===== src/rtl/riscv_pkg.sv =====
// Shared LSU definitions: funct3 access sizes, FSM encoding,
// the latched request bundle and the size/lane helper functions.
package riscv_pkg;

   localparam logic [2:0] LDST_B  = 3'b000;
   localparam logic [2:0] LDST_H  = 3'b001;
   localparam logic [2:0] LDST_W  = 3'b010;
   localparam logic [2:0] LDST_BU = 3'b100;
   localparam logic [2:0] LDST_HU = 3'b101;

   typedef enum logic [1:0] {
      LSU_IDLE = 2'd0,
      LSU_BUSY = 2'd1,
      LSU_RESP = 2'd2
   } lsu_state_e;

   typedef struct packed {
      logic        we;
      logic [2:0]  size;
      logic [31:0] addr;
      logic [3:0]  be;
      logic [31:0] wdata;
   } lsu_req_t;

   function automatic logic lsu_size_ok(
      input logic [2:0] size,
      input logic       we
   );
      logic ok;
      case (size)
         LDST_B, LDST_H, LDST_W: ok = 1'b1;
         LDST_BU, LDST_HU:       ok = !we;
         default:                ok = 1'b0;
      endcase
      return ok;
   endfunction

   function automatic logic lsu_aligned(
      input logic [2:0] size,
      input logic [1:0] addr_lo
   );
      logic ok;
      case (size)
         LDST_H, LDST_HU: ok = !addr_lo[0];
         LDST_W:          ok = (addr_lo == 2'b00);
         default:         ok = 1'b1;
      endcase
      return ok;
   endfunction

   function automatic logic [3:0] lsu_be(
      input logic [2:0] size,
      input logic [1:0] addr_lo
   );
      logic [3:0] be;
      case (size)
         LDST_B, LDST_BU: be = 4'b0001 << addr_lo;
         LDST_H, LDST_HU: be = addr_lo[1] ? 4'b1100 : 4'b0011;
         LDST_W:          be = 4'b1111;
         default:         be = 4'b0000;
      endcase
      return be;
   endfunction

   function automatic logic [31:0] lsu_wdata(
      input logic [2:0]  size,
      input logic [31:0] d
   );
      logic [31:0] w;
      case (size)
         LDST_B:  w = {4{d[7:0]}};
         LDST_H:  w = {2{d[15:0]}};
         default: w = d;
      endcase
      return w;
   endfunction

endpackage


===== src/rtl/riscv_lsu_extend.sv =====
// Load lane select: picks the addressed byte/half from the
// memory word and sign- or zero-extends it to 32 bits.
module riscv_lsu_extend
   import riscv_pkg::*;
(
   input  logic [31:0] rdata_i,
   input  logic [2:0]  size_i,
   input  logic [1:0]  addr_lo_i,
   output logic [31:0] data_o
);

   logic [7:0]  b_lane;
   logic [15:0] h_lane;

   always_comb begin
      b_lane = rdata_i[7:0];
      unique case (addr_lo_i)
         2'd0: b_lane = rdata_i[7:0];
         2'd1: b_lane = rdata_i[15:8];
         2'd2: b_lane = rdata_i[23:16];
         2'd3: b_lane = rdata_i[31:24];
         default: b_lane = rdata_i[7:0];
      endcase
      h_lane = addr_lo_i[1] ? rdata_i[31:16] : rdata_i[15:0];
   end

   always_comb begin
      data_o = rdata_i;
      case (size_i)
         LDST_B:  data_o = {{24{b_lane[7]}}, b_lane};
         LDST_BU: data_o = {24'd0, b_lane};
         LDST_H:  data_o = {{16{h_lane[15]}}, h_lane};
         LDST_HU: data_o = {16'd0, h_lane};
         default: data_o = rdata_i;
      endcase
   end

endmodule


===== src/rtl/riscv_lsu.sv =====
// Single-outstanding load/store unit: latches the core request,
// runs one memory handshake and returns a one-cycle response.
module riscv_lsu
   import riscv_pkg::*;
(
   input  logic        clk_i,
   input  logic        rst_i,
   input  logic        lsu_req_i,
   input  logic        lsu_we_i,
   input  logic [2:0]  lsu_size_i,
   input  logic [31:0] lsu_addr_i,
   input  logic [31:0] lsu_data_i,
   output logic [31:0] lsu_data_o,
   output logic        lsu_stall_o,
   output logic        lsu_err_o,
   output logic        data_req_o,
   output logic        data_we_o,
   output logic [3:0]  data_be_o,
   output logic [31:0] data_addr_o,
   output logic [31:0] data_wdata_o,
   input  logic [31:0] data_rdata_i,
   input  logic        data_ready_i
);

   lsu_state_e  state_q;
   lsu_state_e  state_d;
   lsu_req_t    req_q;
   logic        err_q;
   logic [31:0] data_q;
   logic [31:0] ext_data;
   logic        legal;
   logic        capture;
   logic        load_done;

   assign legal = lsu_size_ok(lsu_size_i, lsu_we_i) &&
                  lsu_aligned(lsu_size_i, lsu_addr_i[1:0]);

   always_ff @(posedge clk_i or posedge rst_i) begin
      if (rst_i) state_q <= LSU_IDLE;
      else       state_q <= state_d;
   end

   always_comb begin
      state_d     = state_q;
      lsu_stall_o = 1'b0;
      data_req_o  = 1'b0;
      capture     = 1'b0;
      load_done   = 1'b0;
      unique case (state_q)
         LSU_IDLE: begin
            if (lsu_req_i) begin
               lsu_stall_o = 1'b1;
               capture     = 1'b1;
               state_d     = legal ? LSU_BUSY : LSU_RESP;
            end
         end
         LSU_BUSY: begin
            lsu_stall_o = 1'b1;
            data_req_o  = 1'b1;
            if (data_ready_i) begin
               load_done = !req_q.we;
               state_d   = LSU_RESP;
            end
         end
         LSU_RESP: state_d = LSU_IDLE;
         default:  state_d = LSU_IDLE;
      endcase
   end

   // Lane encoding is done once at capture so BUSY outputs are flops.
   always_ff @(posedge clk_i or posedge rst_i) begin
      if (rst_i) begin
         req_q  <= '0;
         err_q  <= 1'b0;
         data_q <= '0;
      end else begin
         if (capture) begin
            req_q <= '{
               we:    lsu_we_i,
               size:  lsu_size_i,
               addr:  lsu_addr_i,
               be:    lsu_be(lsu_size_i, lsu_addr_i[1:0]),
               wdata: lsu_wdata(lsu_size_i, lsu_data_i)
            };
            err_q <= !legal;
         end
         if (load_done) data_q <= ext_data;
      end
   end

   riscv_lsu_extend u_extend (
      .rdata_i   (data_rdata_i),
      .size_i    (req_q.size),
      .addr_lo_i (req_q.addr[1:0]),
      .data_o    (ext_data)
   );

   assign data_we_o    = data_req_o & req_q.we;
   assign data_be_o    = data_req_o ? req_q.be    : 4'b0000;
   assign data_addr_o  = data_req_o ? req_q.addr  : 32'd0;
   assign data_wdata_o = data_req_o ? req_q.wdata : 32'd0;
   assign lsu_err_o    = (state_q == LSU_RESP) & err_q;
   assign lsu_data_o   = data_q;

endmodule


===== config.mk =====
export PLATFORM = sky130hd
export DESIGN_NAME = riscv_lsu
export DESIGN_NICKNAME = d
export VERILOG_FILES = /design/src/rtl/riscv_pkg.sv /design/src/rtl/riscv_lsu_extend.sv /design/src/rtl/riscv_lsu.sv
export SDC_FILE = /design/constraint.sdc
export NUM_CORES = 1
export LEC_CHECK = 0
export ABC_AREA = 1
export ABC_CLOCK_PERIOD_IN_PS = 4500
export BUFFER_PORTS_ARGS = -buffer_cell sky130_fd_sc_hd__buf_2
export CORE_ASPECT_RATIO = 1.4
export CORE_UTILIZATION = 50
export DETAILED_ROUTE_END_ITERATION = 16
export PLACE_DENSITY_LB_ADDON = 0.08
export SLEW_MARGIN = 10
export SYNTH_ARGS = -nofsm -noshare
export SYNTH_HDL_FRONTEND = slang
export SYNTH_SLANG_ARGS = --single-unit

===== constraint.sdc =====
create_clock -name clk_i -period 4.5 [get_ports clk_i]
set_input_delay 0.45 -clock clk_i [delete_from_list [all_inputs] [get_ports clk_i]]
set_output_delay 0.45 -clock clk_i [all_outputs]
set_load 0.03 [all_outputs]

# Word-level counts from Yosys, hierarchy flattened
# Cells that the tools add are included.
[totals]
reg_bits = 107
out_inout_bits = 104
[classes]
bitwise_logic = 2
n_reduce_logical = 15
n_eq_ne = 14
n_mux = 21
n_shift = 1
[op_table]
columns = ["cell", "count"]
rows = [
  ["case mux 32 bit (4 select lines)", 1],
  ["2-to-1 mux 32 bit", 2],
  ["case mux 32 bit (2 select lines)", 1],
  ["case mux 8 bit (4 select lines)", 1],
  ["2-to-1 mux 16 bit", 1],
  ["equality test 3 bit (second input constant)", 4],
  ["case mux 4 bit (3 select lines)", 1],
  ["2-to-1 mux 4 bit", 2],
  ["equality test 2 bit (second input constant)", 3],
  ["equality test 3 x 1 -> 1 bit (second input constant)", 2],
  ["logical NOT 2 bit", 3],
  ["logical NOT 3 bit", 2],
  ["2-to-1 mux 2 bit", 3],
  ["case mux 1 bit (2 select lines)", 3],
  ["OR reduction 2 bit", 3],
  ["2-to-1 mux 1 bit", 5],
  ["equality test 2 x 1 -> 1 bit (second input constant)", 2],
  ["logical NOT 1 bit", 4],
  ["inequality test 2 bit (second input constant)", 2],
  ["case mux 2 bit (2 select lines)", 1],
  ["<< shifter 1 x 2 -> 4 bit (first input constant)", 1],
  ["equality test 3 x 2 -> 1 bit (second input constant)", 1],
  ["OR reduction 3 bit", 1],
  ["AND 1 bit", 2],
  ["2 further kinds", 2],
]

# Depth between registers and ports, before layout
# Gate-level depths: netlist of run 1.
[depth]
depth_word = 7
depth_mapped = 9

# Modules after synthesis
# A second synthesis of run 1 with hierarchy kept.
[unflattened]
cells_unflattened = 802
hier_area_um2 = 5974.5
[by_module_without_submodules]
columns = ["module", "instances", "cells_each", "area_each_um2", "seq_area_each_um2"]
rows = [
  ["riscv_lsu", 1, 632, 5051.1, 2677.6],
  ["riscv_lsu_extend", 1, 170, 923.4, 0.0],
]

# Least setup slack after synthesis of run 1
# No wires, ideal clock.
[synth_path]
kind = "register to output"
startpoint = "reg state_q[1]"
endpoint = "out data_wdata_o[22]"
required_time_ns = 4.050
path_buffers = 1
t_arrival_ns = 1.178
path_stages_with_launch = 5
slack_ns = 2.872
cell_sequence = "dfrtp_1 inv_2 nand2_2 clkbuf_1 nor2_1"
[synth_via]
elab_chain_len = 3
[synth_rtl]
columns = ["element", "line_no", "source"]
rows = [
  ["start: declaration", "riscv_lsu.sv:25", "lsu_state_e state_q;"],
  ["start signal: assignment", "riscv_lsu.sv:40", "else state_q <= state_d;"],
  ["equality test 2 x 1 -> 1 bit", "riscv_lsu.sv:49", "unique case (state_q)"],
  ["2-to-1 mux 1 bit", "riscv_lsu.sv:49", ""],
  ["2-to-1 mux 32 bit", "riscv_lsu.sv:101", "assign data_wdata_o = data_req_o ? req_q.wdata : 32'd0;"],
  ["end: declaration", "riscv_lsu.sv:20", "output logic [31:0] data_wdata_o,"],
]
# No other way between the ends.

# Worst setup path in the final report of run 1
[layout_path]
startpoint = "reg state_q[0]"
endpoint = "out data_wdata_o[19]"
# The elaborated chain is that of the path after synthesis.

==> summary.txt, run 1 <==
Synthesis
  • Syn Nets: 901
  • Post-Syn Instances: 797
  • Syn. warnings: 0
  • Top_reg_cell synth: dfrtp_1
  • Mapped Area: 5664 µm²
  • Sequential share of the synthesized area: 47.27%
  • Number of synthesized flops with an enable pin: 0
  • Yosys top cell area share: 47.27%
  • Synth area leader: dfrtp_1
  • Synthesis-stage register bit count: 107
  • Async set or reset register ratio after synthesis: 100.0%
  • Synth unique cells: 26
  • Top cells by area, synth: dfrtp_1 47%, nand2_1 11%, nor2_1 9.3%, inv_1 8.8%, o21ai_0 6.2%
  • Syn Area/Cell: 7.107 µm²

Placement
  • Input/output buffers: 207
  • Worst slack, placed: 2152 ps
  • Hpwl dp: 10,560 µm
  • GPL Wtd Cong: 0.9134
  • DP Area: 6710 µm²

Clock tree
  • Post-CTS Resized: 0
  • CTS sink count: 107
  • Setup bufs post-CTS: 0
  • Worst-path clk slew: 70 ps
  • Clock buffer depth: 2
  • CTS Root Buffer Type: clkbuf_16
  • H-Tree Depth: 3
  • Clk_lat worst skew: 350 ps
  • CTS tree: yes
  • Cts-stage hold buffer count: 0
  • CTS Buf Count: 9

Timing
  • Max Freq: 395.4 MHz
  • Final Hold Slack: 300.8 ps
  • Clk_skew: 4.395 ps
  • Fin crit share: 56.21%
  • Final setup fails: 0
  • Count of pins over their slew limit: 0
  • Min Tclk post-route: 2529 ps
  • Setup TNS: 0 ps
  • Slew HR: 25.84%
  • Worst setup margin: 1971 ps
  • RSZ-0062 raised after global routing: false
  • Endpoints failing hold: 0
  • Worst-margin pin slew: 1112 ps

Route
  • DRC: 0
  • DR vias/cell: 4.953
  • Detail Route Antenna Nets: 0
  • Total number of vias: 5,562
  • Post-Route WL: 14,730 µm
  • Routed WL per cell: 13.11 µm
  • Initial DRC count: 254
  • 1st-pass router iterations: 5

Worst setup path
  • Crit path max-delay family: buffers and inverters
  • CP endpoint kind: primary output
  • Req. time, crit path: 4050 ps
  • Reg2Reg Setup Slack: 2080 ps
  • Crit path cell chain: nand2_2, buf_4, nor2_1, buf_2
  • CP peak stage delay: 520 ps
  • Worst path buffer plus inverter count: 2
  • Crit-path max FO: 43
  • CP Data Arrival Time: 2080 ps
  • Critical-path top delay cell: buf_4
  • Critical Path Source Type: flop
  • CP Class: flop to primary output

Layout
  • Share of cells above drive strength 1: 25.46%
  • Cell area after layout: 7057 µm²
  • Util after Layout: 64.60%
  • Final Net Count: 1,082
  • Area growth, synth to finish: 24.59%
  • # diodes: 0

Power
  • PwrDens: 584.3 nW/µm²
  • Leakage power total: 4.128 nW
  • VDD IR-drop max: 0.2547 mV

Floorplan
  • Vertical die dimension: 127.9 µm
  • Num rows: 45
  • Core area: 10,920 µm²
  • Starting Density: 51.86%
  • Die Width: 91.96 µm
  • Total die area: 11,760 µm²
  • Ports: 208

Min path
  • Hold crit path type: input pin to flop

GRT
  • Largest net degree at the start of global routing: 82
  • First-pass GRT wire length: 23,600 µm
  • Total track usage: 25.30%
  • Vias in the first global route: 5,154
  • Initial antenna violation count: 0
  • Remaining global-route overflow: 0

Run status
  • Status: finished clean

Run
  • Max Cap Viol: 0
-- metrics by stage --
| step | power [mW] | std cells |
|---|---|---|
| 4_1_cts | 4.153 | 1123 |
| 3_5_place_dp | 3.224 | 1108 |
| 5_1_grt | 4.405 | 1123 |
| 2_1_floorplan | 2.771 | 797 |
| 3_3_place_gp | 3.202 | 1108 |
| 6_report | 4.123 | 1123 |
-- layout by cell type (no fill, tap or decap), types with 2 or more instances in the layout --
master     synthesis  final
buf_2             18    207
nand2_1          162    162
nor2_1           141    141
inv_1            133    132
dfrtp_1          107    107
o21ai_0           70     70
a21oi_1           57     57
nand3_1           27     27
o22ai_1           15     15
or2_2             14     14
clkbuf_16          0      9
o211ai_1           7      7
o21ai_1            5      5
nor3_1             5      5
buf_4              4      4
inv_2              3      3
bufinv_16          0      3
nor2_2             2      2
or2_1              2      2
inv_6              0      2
-- cell families (layout without fill, tap and decap cells) --
kind of cell,after synthesis,after routing,share of synthesized area [%]
AOI/OAI and AO/OA,154,154,14.25
DFF,107,107,47.27
buffers and inverters,178,363,12.59
and+or+nand+nor,358,358,25.89
-- cell type report --
| cell class | count | area, µm² |
|---|---|---|
| clock buffers | 10 | 239.0 |
| repair buffers | 211 | 1066 |
| fillers | 1074 | 3866 |
| well taps | 141 | 176.4 |
| multi-input cells | 512 | 2273 |
| clock inverters | 5 | 107.6 |
| flip-flops and latches | 107 | 2678 |
| inverters | 137 | 516.7 |
-- final timing paths --
check,endpoint,cells past startpoint,startpoint
max,data_wdata_o[19],4,state_q[0]
min,req_q[53],3,lsu_addr_i[17]
max reg2reg,lsu_data_o[4],6,req_q[69]
min reg2reg,lsu_data_o[9],2,lsu_data_o[9]
max in group asynchronous,req_q[9],3,rst_i
min in group asynchronous,req_q[54],2,rst_i
-- tightest hold or removal path: cells and delay by family --
family	cells	cell delay [ps]
buf+inv	1	70
simple gates	1	40
compound gates	1	50
-- state kept, by name, indices dropped and copies added, names as in the netlist --
register    flops
state_q         2
lsu_data_o     32
err_q           1
req_q          72
-- synthesized netlist by cell type, drive strengths merged, types with 6 or more instances --
master,instances
nand2,163
nor2,143
inv,136
dfrtp,107
o21ai,75
a21oi,57
nand3,29
buf,24
clkbuf,17
or2,16
o22ai,15
o211ai,7
nor3,6
-- power by group --
part	leakage, nW	switching (mW)	internal (mW)	total, mW
Sequential	1.29	0.224	1.32	1.54
Clock	0.170	0.363	0.560	0.923
Combinational	2.67	1.14	0.519	1.66
Total	4.13	1.72	2.40	4.12
-- metal layers --
layer | share of wire, % | vias up | global-route usage [%]
met4 | 2.5 | 0 | 11.86
met3 | 6.1 | 24 | 3.915
met5 | 0 | - | 0
met2 | 50 | 192 | 43.06
met1 | 41 | 2539 | 31.49
li1 | - | 2807 | -
Note: power is estimated with default switching activity, not from simulation.
==> run 2: changes to the inputs <==
--- a/config.mk
+++ b/config.mk
@@ -6,10 +6,10 @@
 export NUM_CORES = 1
 export LEC_CHECK = 0
 export ABC_AREA = 1
-export ABC_CLOCK_PERIOD_IN_PS = 4500
+export ABC_CLOCK_PERIOD_IN_PS = 2300
 export BUFFER_PORTS_ARGS = -buffer_cell sky130_fd_sc_hd__buf_2
 export CORE_ASPECT_RATIO = 1.4
-export CORE_UTILIZATION = 50
+export CORE_UTILIZATION = 45
 export DETAILED_ROUTE_END_ITERATION = 16
 export PLACE_DENSITY_LB_ADDON = 0.08
 export SLEW_MARGIN = 10
==> constraint.sdc (replaced) <==
create_clock -name clk_i -period 2.3 [get_ports clk_i]
set_input_delay 0.23 -clock clk_i [delete_from_list [all_inputs] [get_ports clk_i]]
set_output_delay 0.23 -clock clk_i [all_outputs]
set_load 0.03 [all_outputs]
==> run 2 against run 1 <==
Effect of this change:
- sequential share of layout area fell by 0.43 points
- non-clock buffer count grew 10
- wire length grew 4.2%
- combinational power up 110%
- setup slack got worse by 1500 ps
- final cell count is 1.8% higher
- critical path type unchanged
- largest power group unchanged
==> summary.txt, run 2 (synthesis results as in run 1) <==
Run status
  • Status: finished clean

Timing
  • Worst-margin pin slew: 735.8 ps
  • Clk_skew: 7.893 ps
  • Max Freq: 560.8 MHz
  • Final Hold Slack: 89.68 ps
  • Setup TNS: 0 ps
  • Worst setup margin: 516.8 ps
  • Fin crit share: 77.53%
  • Final setup fails: 0
  • Min Tclk post-route: 1783 ps
  • Count of pins over their slew limit: 0
  • Endpoints failing hold: 0
  • RSZ-0062 raised after global routing: false
  • Slew HR: 50.89%

Min path
  • Hold crit path type: input pin to flop

GRT
  • Vias in the first global route: 5,304
  • Remaining global-route overflow: 0
  • First-pass GRT wire length: 25,200 µm
  • Initial antenna violation count: 0
  • Total track usage: 24.01%
  • Largest net degree at the start of global routing: 57

Placement
  • Input/output buffers: 207
  • Hpwl dp: 11,420 µm
  • DP Area: 6815 µm²
  • GPL Wtd Cong: 0.8920
  • Worst slack, placed: 710.5 ps

Worst setup path
  • Critical Path Source Type: flop
  • CP Class: flop to primary output
  • CP endpoint kind: primary output
  • Crit-path max FO: 45
  • CP Data Arrival Time: 1550 ps
  • Req. time, crit path: 2070 ps

Clock tree
  • Worst-path clk slew: 70 ps
  • H-Tree Depth: 3
  • CTS Buf Count: 9
  • CTS Root Buffer Type: clkbuf_16
  • Clk_lat worst skew: 340 ps
  • CTS sink count: 107
  • CTS tree: yes
  • Clock buffer depth: 2

Floorplan
  • Starting Density: 46.01%
  • Vertical die dimension: 134.7 µm
  • Total die area: 13,050 µm²
  • Ports: 208
  • Die Width: 96.82 µm
  • Core area: 12,310 µm²
  • Num rows: 48

Layout
  • Final Net Count: 1,092
  • Fill count: 1,263
  • Util after Layout: 57.98%
  • Sequential cell area: 2678 µm²
  • Multi-input logic area: 2273 µm²
  • Area growth, synth to finish: 26.02%
  • Max reg flops: 72
  • Most common cell after layout, fill and taps aside: buf_2
  • Share of cells above drive strength 1: 26.08%
  • Biggest register: req_q
  • # diodes: 0
  • Most frequent cells in the layout: 207 x buf_2, 162 x nand2_1, 141 x nor2_1, 132 x inv_1, 107 x dfrtp_1
  • Cell area after layout: 7138 µm²

Route
  • Post-Route WL: 15,350 µm
  • Total number of vias: 5,582
  • Detail Route Antenna Nets: 0
  • Routed WL per cell: 13.43 µm
  • 1st-pass router iterations: 5
  • DRC: 0
  • DR vias/cell: 4.884
  • Initial DRC count: 224

Power
  • PwrDens: 1114 nW/µm²
  • Leakage power total: 4.164 nW
  • VDD IR-drop max: 0.5587 mV

Run
  • Max Cap Viol: 0
## run 2: cell count changes in the layout (fill, tap and decap cells not counted), sizes merged
cell | before | now
buf | 211 | 220
bufinv | 3 | 1
clkbuf | 10 | 12
clkinv | 1 | 2
clkinvlp | 0 | 1
dlygate4sd3 | 0 | 1
inv | 138 | 137
## run 2: power breakdown
group | total [mW] | switching, mW | leakage [nW] | internal (mW)
registers | 2.93 | 0.346 | 1.29 | 2.59
clock network | 1.62 | 0.701 | 0.154 | 0.915
logic | 3.41 | 2.34 | 2.72 | 1.06
## run 2: metal layers
metal,vias up,GRT usage [%],share of wire [%]
met5,-,0,0
met4,0,7.794,2.2
met3,21,4.348,4.8
met2,178,43.39,50
met1,2546,28.83,42
li1,2837,-,-
## run 2: final timing paths
path                                startpoint  cells past startpoint             to  slack, ps
worst max-delay path                state_q[0]                      5    lsu_stall_o        520
worst min-delay path            lsu_addr_i[20]                      3      req_q[56]         90
worst max register to register       req_q[69]                      6  lsu_data_o[2]        670
worst min register to register        req_q[4]                      2       req_q[4]        480
max in group asynchronous                rst_i                      4  lsu_data_o[6]       1120
min in group asynchronous                rst_i                      3      req_q[56]        500
## run 2: cell type report
type                            instances  area share [%]
Inverter                              137           7.257
Clock buffer                           12           3.593
Tap cell                              150           2.629
Timing Repair Buffer                  221           16.37
Sequential cell                       107           37.51
Clock inverter                          4          0.7888
Multi-Input combinational cell        512           31.85
## run 2: through the flow
stage	total power [mW]	cells
floorplan	5.423	797
global placement	6.357	1126
detailed placement	6.392	1126
CTS	8.046	1143
global route	8.541	1143
finish	7.955	1143
## run 2: critical path, cell delays in order (launching register included)
cell and delay (ps):
dfrtp_1 400, inv_1 60, nand3_2 70, buf_4 370
nand2_1 90, buf_2 190
## run 2: repair_timing
action	4_1_cts	5_1_grt
buffers inserted	0	0
hold buffers	1	0
hold endpoints to repair	24	0
gates resized for setup	0	0
==> run 3: changes to the inputs <==
--- a/config.mk
+++ b/config.mk
@@ -5,11 +5,11 @@
 export SDC_FILE = /design/constraint.sdc
 export NUM_CORES = 1
 export LEC_CHECK = 0
-export ABC_AREA = 1
-export ABC_CLOCK_PERIOD_IN_PS = 2300
+export ABC_AREA = 0
+export ABC_CLOCK_PERIOD_IN_PS = 1760
 export BUFFER_PORTS_ARGS = -buffer_cell sky130_fd_sc_hd__buf_2
 export CORE_ASPECT_RATIO = 1.4
-export CORE_UTILIZATION = 45
+export CORE_UTILIZATION = 49
 export DETAILED_ROUTE_END_ITERATION = 16
 export PLACE_DENSITY_LB_ADDON = 0.08
 export SLEW_MARGIN = 10
==> constraint.sdc (replaced) <==
create_clock -name clk_i -period 1.76 [get_ports clk_i]
set_input_delay 0.176 -clock clk_i [delete_from_list [all_inputs] [get_ports clk_i]]
set_output_delay 0.176 -clock clk_i [all_outputs]
set_load 0.03 [all_outputs]
==> run 3 against run 2 <==
Effect of this change:
- the run now ends with hold timing, setup timing left
- first-iteration DRC count increased by 7.1%
- synthesized cell count decreased by 21%
- setup slack got worse by 520 ps
- highest routed layer unchanged
- non-clock buffer count increased by 6
- clock skew decreased by 0.54 ps
- worst hold slack got worse by 110 ps
- global-route usage increased by 0.90 points
- core utilization increased by 9.9 points
- sequential share of layout area decreased by 1.0 points
- register-to-register slack got worse by 580 ps
==> summary.txt, run 3 <==
Run status
  • Status: complete, but fails checks
  • Violated checks: hold timing, setup timing

Power
  • VDD IR-drop max: 0.6658 mV
  • Total Power: 9.456 mW
  • Leakage power total: 3.756 nW
  • PwrDens: 1289 nW/µm²

Floorplan
  • Starting Density: 49.94%
  • Num rows: 45
  • Core area: 10,810 µm²
  • Ports: 208
  • Vertical die dimension: 126.2 µm
  • Total die area: 11,450 µm²
  • Die Width: 90.72 µm

Synthesis
  • Syn Area/Cell: 8.570 µm²
  • Synth unique cells: 33
  • Number of synthesized flops with an enable pin: 0
  • Syn. warnings: 0
  • Mapped Area: 5399 µm²
  • Top_reg_cell synth: dfrtp_1
  • Yosys top cell area share: 49.59%
  • Synth area leader: dfrtp_1
  • Synthesis-stage register bit count: 107
  • Syn Nets: 734
  • Sequential share of the synthesized area: 49.59%
  • Post-Syn Instances: 630
  • Count leader, synth: nand2_1
  • Top cells by area, synth: dfrtp_1 50%, nand2_1 15%, and2_1 8.1%, mux2i_1 4.4%, o21ai_0 4.0%
  • Top cells by count, synth: 210 x nand2_1, 107 x dfrtp_1, 70 x and2_1, 43 x o21ai_0, 38 x clkbuf_1
  • Async set or reset register ratio after synthesis: 100.0%

Route
  • 1st-pass router iterations: 5
  • Post-Route WL: 14,210 µm
  • DR vias/cell: 5.185
  • Detail Route Antenna Nets: 0
  • Routed WL per cell: 14.68 µm
  • Initial DRC count: 240
  • Total number of vias: 5,019
  • DRC: 0

Worst setup path
  • RR Endpoint: lsu_data_o[27]
  • Crit path cell chain: buf_6, nor2b_4, buf_12, and2_1, buf_4
  • CP peak stage delay: 390 ps
  • Crit-path max FO: 40
  • CP endpoint kind: primary output
  • Reg2Reg Setup Slack: 90 ps
  • Critical-path top delay cell: dfrtp_1
  • Critical Path Source Type: flop
  • CP Class: flop to primary output
  • Worst Reg-to-Reg Cells: 4
  • CP Data Arrival Time: 1580 ps
  • Req. time, crit path: 1580 ps
  • Worst path buffer plus inverter count: 3
  • Crit path max-delay family: buffers and inverters
  • Worst Setup SP: state_q[1]
  • Reg2reg start: req_q[71]

Layout
  • Max reg flops: 72
  • Cell area after layout: 7337 µm²
  • Area growth, synth to finish: 35.90%
  • Fill count: 916
  • Most common cell after layout, fill and taps aside: nand2_1
  • Biggest register: req_q
  • # diodes: 0
  • Most frequent cells in the layout: 209 x nand2_1, 140 x buf_2, 107 x dfrtp_1, 68 x and2_1, 52 x buf_6
  • Share of cells above drive strength 1: 33.49%
  • Final Net Count: 926

Timing
  • Clk_skew: 7.349 ps
  • Final Hold Slack: -22.05 ps
  • Worst setup margin: -0.7367 ps
  • Worst-margin pin slew: 576.7 ps
  • Max Freq: 567.9 MHz
  • Final setup fails: 1
  • Count of pins over their slew limit: 0
  • Fin crit share: 100.0%
  • Slew HR: 61.55%
  • Endpoints failing hold: 26
  • Min Tclk post-route: 1761 ps
  • RSZ-0062 raised after global routing: true

Clock tree
  • CTS tree: yes
  • Setup bufs post-CTS: 0
  • Worst-path clk slew: 70 ps
  • Clk_lat worst skew: 340 ps
  • H-Tree Depth: 3
  • CTS Root Buffer Type: clkbuf_16
  • Cts-stage hold buffer count: 0
  • CTS sink count: 107
  • Clock buffer depth: 2
  • CTS Buf Count: 9

Placement
  • GPL Wtd Cong: 0.8521
  • DP Area: 6626 µm²
  • Hpwl dp: 10,190 µm
  • Input/output buffers: 207

GRT
  • Largest net degree at the start of global routing: 108
  • Met2 usage: 42.51%
  • Layer with the highest usage: met2
  • Met1 Usage GRT: 30.94%
  • Remaining global-route overflow: 0
  • First-pass GRT wire length: 22,800 µm
  • Total track usage: 24.91%
  • Initial antenna violation count: 0
  • Vias in the first global route: 4,877
  • Met3 Use GR: 5.254%

Run
  • Max Cap Viol: 0

Min path
  • Hold crit path type: input pin to asynchronous set/reset pin
run 3: power by group:
group | switching [mW] | internal, mW
clock network | 0.914 | 1.25
logic | 2.24 | 1.33
registers | 0.458 | 3.26
total | 3.61 | 5.85
run 3: final cells by class:
cell class	count	area [µm²]	share of cell area, %
clock buffers	10	229.0	3.121
clock inverters	6	88.84	1.211
inverters	2	11.26	0.1535
multi-input cells	475	2555	34.82
flip-flops and latches	107	2678	36.49
well taps	141	176.4	2.404
repair buffers	227	1599	21.79
run 3: through the flow:
stage / util, % / setup WS [ps] / instances / TNS (ps)
floorplan: - / 122.0 / 630 / 0
global placement: 61.30 / 115.1 / 952 / 0
detailed placement: 61.30 / 58.20 / 952 / 0
CTS: 64.85 / -27.05 / 968 / -362.6
global route: 67.87 / -70.33 / 968 / -1555
finish: 67.87 / -0.7367 / 968 / -0.7367
run 3: timing repair:
item	in CTS	in global routing
endpoints found under the setup margin	39	96
cloned	0	0
pin swaps	0	1
resized for setup	24	151
run 3: layer usage:
metal  up-vias  share of wire, %
met2       188                51
met4         0               2.0
met5         -                 0
li1       2447                 -
met3        23               6.3
met1      2361                41
run 3: kinds of logic after synthesis:
family | Yosys count | share of synthesized area, %
simple gates | 361 | 31.17
buf+inv | 48 | 3.731
flops | 107 | 49.59
mux | 33 | 6.535
compound gates | 81 | 8.969
run 3: tightest hold or removal path: stages:
cell,delay [ps]
buf_2,110
clkinvlp_4,70
buf_12,430
run 3: worst max-delay path by stage:
stage / slack (ps) / end / depth (start not counted)
after CTS: -30 / data_wdata_o[25] / 5
after global placement: 120 / lsu_data_o[20] / 4
after global routing: -70 / data_wdata_o[25] / 5
final: -0.7 / data_wdata_o[25] / 5
after detailed placement: 60 / lsu_data_o[27] / 4
after floorplan: 120 / data_wdata_o[22] / 4
